===== config.mk =====
export PLATFORM = sky130hd
export DESIGN_NAME = sqrt_param
export DESIGN_NICKNAME = d
export VERILOG_FILES = /design/src/rtl/sqrt_param.sv
export SDC_FILE = /design/constraint.sdc
export NUM_CORES = 1
export LEC_CHECK = 0
export CELL_PAD_IN_SITES_DETAIL_PLACEMENT = 0
export CELL_PAD_IN_SITES_GLOBAL_PLACEMENT = 1
export CORE_MARGIN = 1.5
export CORE_UTILIZATION = 48
export DETAILED_ROUTE_END_ITERATION = 10
export PLACE_DENSITY_LB_ADDON = 0.1
export SLEW_MARGIN = 15
export SYNTH_ARGS = -nofsm -noshare
export SYNTH_HDL_FRONTEND = slang
export SYNTH_SLANG_ARGS = --single-unit

===== constraint.sdc =====
create_clock -name clk_i -period 4.6 [get_ports clk_i]
set_input_delay 1.38 -clock clk_i [delete_from_list [all_inputs] [get_ports clk_i]]
set_output_delay 1.38 -clock clk_i [all_outputs]
set_load 0.02 [all_outputs]

===== src/rtl/sqrt_param.sv =====
// sqrt_param: sequential integer square root, bit-serial restoring method.
//
// Computes y = floor(sqrt(a)) for an unsigned WIDTH-bit radicand. One result
// bit is resolved per clock, so a computation occupies WIDTH/2 cycles in CALC
// and then returns to IDLE, pulsing done_o for one cycle.
//
// Parameters:
//   WIDTH    radicand width, even and >= 4 (default 16)
//
// Ports:
//   clk_i    clock, rising edge
//   rst_i    asynchronous active-high reset
//   start_i  launch a computation (sampled only while ready_o is high)
//   a_bi     unsigned radicand, captured at the start edge
//   ready_o  idle and able to accept start_i
//   busy_o   computation in progress
//   done_o   one-cycle pulse when y_bo (and rem_bo) update
//   y_bo     floor(sqrt(a)) of the last completed computation
//   rem_bo   a - y*y of the last completed computation
//
// Configuration:
//   SQRT_REM_EN  when defined, the remainder register and rem_bo port exist;
//                when undefined, rem_bo is absent and y_bo timing is identical.
module sqrt_param #(
  parameter int unsigned WIDTH = 16
) (
  input  logic               clk_i,
  input  logic               rst_i,
  input  logic               start_i,
  input  logic [WIDTH-1:0]   a_bi,
  output logic               ready_o,
  output logic               busy_o,
  output logic               done_o,
  output logic [WIDTH/2-1:0] y_bo
`ifdef SQRT_REM_EN
  ,
  output logic [WIDTH/2:0]   rem_bo
`endif
);

  localparam int unsigned Half = WIDTH / 2;
  localparam int unsigned CntW = (Half > 1) ? $clog2(Half) : 1;
  localparam logic [CntW-1:0] LastCnt = CntW'(Half - 1);
  // Highest even bit position: the first trial bit of the result squared.
  localparam logic [WIDTH-1:0] MInit = {2'b01, {(WIDTH - 2){1'b0}}};

  if ((WIDTH < 4) || ((WIDTH % 2) != 0)) begin : gen_width_check
    $error("sqrt_param: WIDTH must be even and >= 4");
  end

  typedef enum logic {StIdle, StCalc} state_e;

  state_e           state_q, state_d;
  logic [WIDTH-1:0] x_q, x_d;     // running remainder
  logic [WIDTH-1:0] acc_q, acc_d; // partial root, pre-scaled by m
  logic [WIDTH-1:0] m_q, m_d;     // current trial bit (squared position)
  logic [CntW-1:0]  cnt_q, cnt_d;
  logic [Half-1:0]  y_q, y_d;
  logic             done_q, done_d;
  logic [WIDTH-1:0] trial;
`ifdef SQRT_REM_EN
  logic [Half:0]    rem_q, rem_d;
`endif

  always_comb begin
    state_d = state_q;
    x_d     = x_q;
    acc_d   = acc_q;
    m_d     = m_q;
    cnt_d   = cnt_q;
    y_d     = y_q;
    done_d  = 1'b0;
`ifdef SQRT_REM_EN
    rem_d   = rem_q;
`endif
    trial   = acc_q | m_q;

    unique case (state_q)
      StIdle: begin
        if (start_i) begin
          x_d     = a_bi;
          acc_d   = '0;
          m_d     = MInit;
          cnt_d   = '0;
          state_d = StCalc;
        end
      end
      StCalc: begin
        acc_d = acc_q >> 1;
        if (x_q >= trial) begin
          x_d   = x_q - trial;
          // Accept this result bit; m and the shifted acc never overlap.
          acc_d = (acc_q >> 1) | m_q;
        end
        m_d   = m_q >> 2;
        cnt_d = cnt_q + CntW'(1);
        if (cnt_q == LastCnt) begin
          // After the last iteration acc holds the root and x the remainder,
          // both small enough to fit the narrow output registers.
          y_d     = acc_d[Half-1:0];
`ifdef SQRT_REM_EN
          rem_d   = x_d[Half:0];
`endif
          done_d  = 1'b1;
          state_d = StIdle;
        end
      end
      default: state_d = StIdle;
    endcase
  end

  always_ff @(posedge clk_i or posedge rst_i) begin
    if (rst_i) begin
      state_q <= StIdle;
      x_q     <= '0;
      acc_q   <= '0;
      m_q     <= '0;
      cnt_q   <= '0;
      y_q     <= '0;
      done_q  <= 1'b0;
`ifdef SQRT_REM_EN
      rem_q   <= '0;
`endif
    end else begin
      state_q <= state_d;
      x_q     <= x_d;
      acc_q   <= acc_d;
      m_q     <= m_d;
      cnt_q   <= cnt_d;
      y_q     <= y_d;
      done_q  <= done_d;
`ifdef SQRT_REM_EN
      rem_q   <= rem_d;
`endif
    end
  end

  assign ready_o = (state_q == StIdle);
  assign busy_o  = (state_q == StCalc);
  assign done_o  = done_q;
  assign y_bo    = y_q;
`ifdef SQRT_REM_EN
  assign rem_bo  = rem_q;
`endif

endmodule


# After elaboration in Yosys (flattened, before gate mapping)

Cells that the tools add are included.

Register bits: 61
Bits of input ports: 19
Output and inout bits: 11
Logic and storage cells: 33

Add/sub/neg operators: 2
Order comparisons: 1
Eq/ne operators: 3
Muxes and demuxes: 15
Bitwise operators: 3
Reductions and logical operators: 2

Operators with widths:

| cell                                          | number |
|---|---|
| case mux 16 bit (2 select lines)              | 3 |
| 2-to-1 mux 16 bit                             | 5 |
| >= comparator 16 bit                          | 1 |
| bitwise OR 15 x 16 -> 16 bit                  | 1 |
| bitwise OR 16 bit                             | 1 |
| subtractor 16 bit                             | 1 |
| case mux 3 bit (2 select lines)               | 1 |
| 2-to-1 mux 1 bit                              | 4 |
| AND reduction 2 bit                           | 2 |
| adder 3 x 1 -> 3 bit, second input constant   | 1 |
| equality test 3 bit, second input constant    | 1 |
| 2-to-1 mux 3 bit                              | 1 |
| != test 2 x 1 -> 1 bit, second input constant | 1 |
| != test 2 bit, second input constant          | 1 |
| case mux 1 bit (2 select lines)               | 1 |
| NOT 1 bit                                     | 1 |

# Longest topological paths before layout

Word-level depth: 4
Gate-level depth with buffers: 11
Gate-level depth less buffers: 10

# Least setup slack after synthesis

OpenSTA, ideal clock, no wires.

Kind: flip-flop to output port
Start point: register state_q (netlist: busy_o)
End point: output port ready_o
Data arrival time: 1.325 ns
Data required time: 3.220 ns
Slack: 1.895 ns
Stages on the path, launching flop included: 4
Path buffers: 2
Path through: dfrtp_1 > clkbuf_1 > clkinv_1 > clkbuf_1

Word-level cells in the longest chain between the ends: 1

Ends and longest elaborated chain:

| what                     | line | RTL |
|---|---|---|
| start: declaration       | 53   | `state_e state_q, state_d;` |
| start signal: assignment | 114  | `state_q <= StIdle;` |
| start signal: assignment | 125  | `state_q <= state_d;` |
| NOT 1 bit                | n/a  |  |
| end: declaration         | 31   | `output logic ready_o,` |

No other way between the ends.

# Final worst setup path

Ends and elaborated chain as after synthesis.

==> run_results.csv <==
group,metric,value,unit
status,status,"completed",
floorplan,num_rows,29,
worst_setup_path,crit_required,3220,ps
clock_network,cts.repair.resized,0,
global_route,overflow,0,
global_route,grt_pass1_wl,12900,um
yosys,synthMuxAreaShare,0.0332,
floorplan,start_util,0.502,
yosys,synth_area,3210,um2
clock_network,postCtsHoldBufs,0,
sta,fin_crit,2990,ps
global_route,antenna_found_initial,0,
worst_setup_path,critPathLaunchType,"register",
clock_network,cts-root-buf,"clkbuf_8",
yosys,yosysTopAreaCell,"dfrtp_1",
sta,slew_headroom,0.419,
finish,fin_cells,445,
yosys,synthXorXnorAreaFrac,0.0273,
yosys,synth_edf_count,0,
finish,num_antenna_cells,0,
clock_network,cts_tree,"yes",
sta,skew,10.1,ps
routing,drtAntennaViolNets,0,
routing,via_per_inst,5.78,
yosys,synth_cell_types,59,
clock_network,clk_path_buf_depth,2,
finish,drive_above_1_share,0.0951,
placed_design,hpwlAfterDp,5400,um
routing,vias,2573,
sta,finalWorstSetupSlack,1610,ps
yosys,synth_compound_area_frac,0.230,
worst_setup_path,critPathMaxFanout,20,
sta,hold_violations,0,
floorplan,die-area,7180,um2
yosys,ys_warn_count,0,
finish,syn_to_final_growth,12.1,%
power_and_ir_drop,power_density,896,nW/um2
placed_design,portBuffers,29,
sta,maxSlewViolCount,0,
routing,drc,0,
yosys,synth_top_family_by_area,"compound AO/OA/AOI/OAI gates",
power_and_ir_drop,vdd_drop_max,0.470,mV
routing,wirelength,7700,um
finish,final_common_cell,"dfrtp_1",
placed_design,routabilityCongestion,0.849,
finish,mostFrequentLayoutCells,"dfrtp_1, nand2_1, clkdlybuf4s50_1",
sta,worstMarginPinSlew,871,ps
yosys,synth-main-ff-cell,"dfrtp_1",
yosys,async_flop_share,1.00,
clock_network,cts.sinks,52,
global_route,groute.usage.overall,0.230,
yosys,synth_top_area_share,0.406,
routing,wl_per_cell,17.3,um
yosys,syn-num-nets,385,
worst_setup_path,path_class,"register to output pin",
clock_network,clk_latency,330,ps
global_route,grt_max_degree,42,
placed_design,dp_cells,437,
yosys,synth.avg_cell_area,9.21,um2
sta,setup_viol,0,
power_and_ir_drop,p_total,0.00322,W
yosys,yosysSeqAreaShare,0.406,
placed_design,place_ws,1440,ps
worst_setup_path,end_kind,"output pin",
power_and_ir_drop,leakagePower,1.54,nW
min_path,hold_path_class,"register to register",
routing,drtIter0Drc,163,
yosys,synth-simple-area-share,0.172,
yosys,ys_top_cells_by_area,"dfrtp_1, ha_1, nand2_1",
finish,nets,404,
clock_network,cts.htree.levels,2,
global_route,grt_pass1_vias,2429,
yosys,ys_seq_elements,52,
sta,period_share,0.650,
worst_setup_path,crit_arrival,1610,ps
floorplan,die_w,84.7,um
clock_network,post_cts_buffers,0,
sta,rsz0062_at_grt,"false",
sta,fmax,334,MHz
floorplan,core,6390,um2
sta,finalSetupTns,0,ps
floorplan,io_pins,30,
floorplan,fp.dieH,84.7,um
clock_network,numCtsBuffers,5,
yosys,syn_inst,348,
clock_network,path_clk_slew,100,ps
routing,drtPass1Iterations,4,
sta,timing.hold.ws,485,ps
run,maxCapViolations,0,
yosys,synthAdderAreaFrac,0.0726,
==> critical path, cell delays in order, from the launching register on <==
cell and delay [ps]:
dfrtp_2 590, clkinv_1 140, clkdlybuf4s50_1 550
==> area by class of cell <==
cell class	instances	area (um2)
clock buffers	5	68.8
clock inverters	3	21.3
fillers	599	2790
inverters	18	67.6
multi-input cells	257	1720
flip-flops and latches	52	1300
well taps	77	96.3
repair buffers	33	320
==> final timing paths <==
path | start | to | slack [ps] | depth (start not counted)
max in group asynchronous | rst_i | x_q[7] | 2340 | 3
setup reg to reg | m_q[10] | x_q[13] | 1770 | 8
hold reg to reg | y_bo[2] | y_bo[2] | 490 | 2
hold / removal | y_bo[2] | y_bo[2] | 490 | 2
setup / recovery | busy_o | ready_o | 1610 | 2
min in group asynchronous | rst_i | m_q[14] | 1550 | 2
==> state kept, by name, summed over array words and instances (netlist names) <==
| name | cells |
|---|---|
| acc_q | 15 |
| busy_o | 1 |
| cnt_q | 3 |
| done_o | 1 |
| m_q | 8 |
| x_q | 16 |
| y_bo | 8 |
==> layer usage <==
metal / vias up / share of wire / GRT usage
met1: 1243 / 0.48 / 0.334
met3: 5 / 0.032 / 0.0324
li1: 1278 / - / -
met5: - / 0 / 0
met2: 47 / 0.48 / 0.365
met4: 0 / 0.0095 / 0.0528
==> synthesized netlist by cell type, types with 2 or more instances <==
library cell	number
clkbuf_1	12
buf_6	4
nand2b_1	4
dfrtp_1	52
o211ai_1	3
a31oi_1	6
o31ai_1	9
mux2_2	5
a21oi_1	21
ha_1	17
and3_1	5
nand3_1	13
xor2_1	5
buf_4	3
o21ai_0	26
a41oi_4	2
a21oi_2	4
a32oi_1	3
inv_1	17
a311oi_1	2
o21a_1	5
nor2_1	28
nor3_1	2
nand2_1	48
nand3b_1	2
o21ai_1	3
xnor2_1	5
mux2i_1	5
a21o_1	7
==> kinds of logic after synthesis <==
family / count (synthesis)
and+or+nand+nor: 114
AOI/OAI and AO/OA: 105
DFF: 52
buffers and inverters: 39
adders and majority gates: 18
xor gates and xnor gates: 10
muxes: 10
==> where the power goes <==
part / total, W / switching [W] / leakage (nW) / internal, W
combinational: 0.00212 / 0.00122 / 0.842 / 0.000902
clock: 0.000285 / 0.000176 / 0.0445 / 0.000109
sequential: 0.000808 / 0.000148 / 0.655 / 0.000660
total: 0.00322 / 0.00155 / 1.54 / 0.00167
==> metrics by stage <==
| step | instance area (um2) | utilization |
|---|---|---|
| final | 3590 | 0.563 |
| after global routing | 3590 | 0.563 |
| after CTS | 3590 | 0.563 |
| after detailed placement | 3500 | 0.548 |
| after global placement | 3500 | 0.548 |
| after floorplan | 3210 | - |
Note: power is estimated with default switching activity, not from simulation.
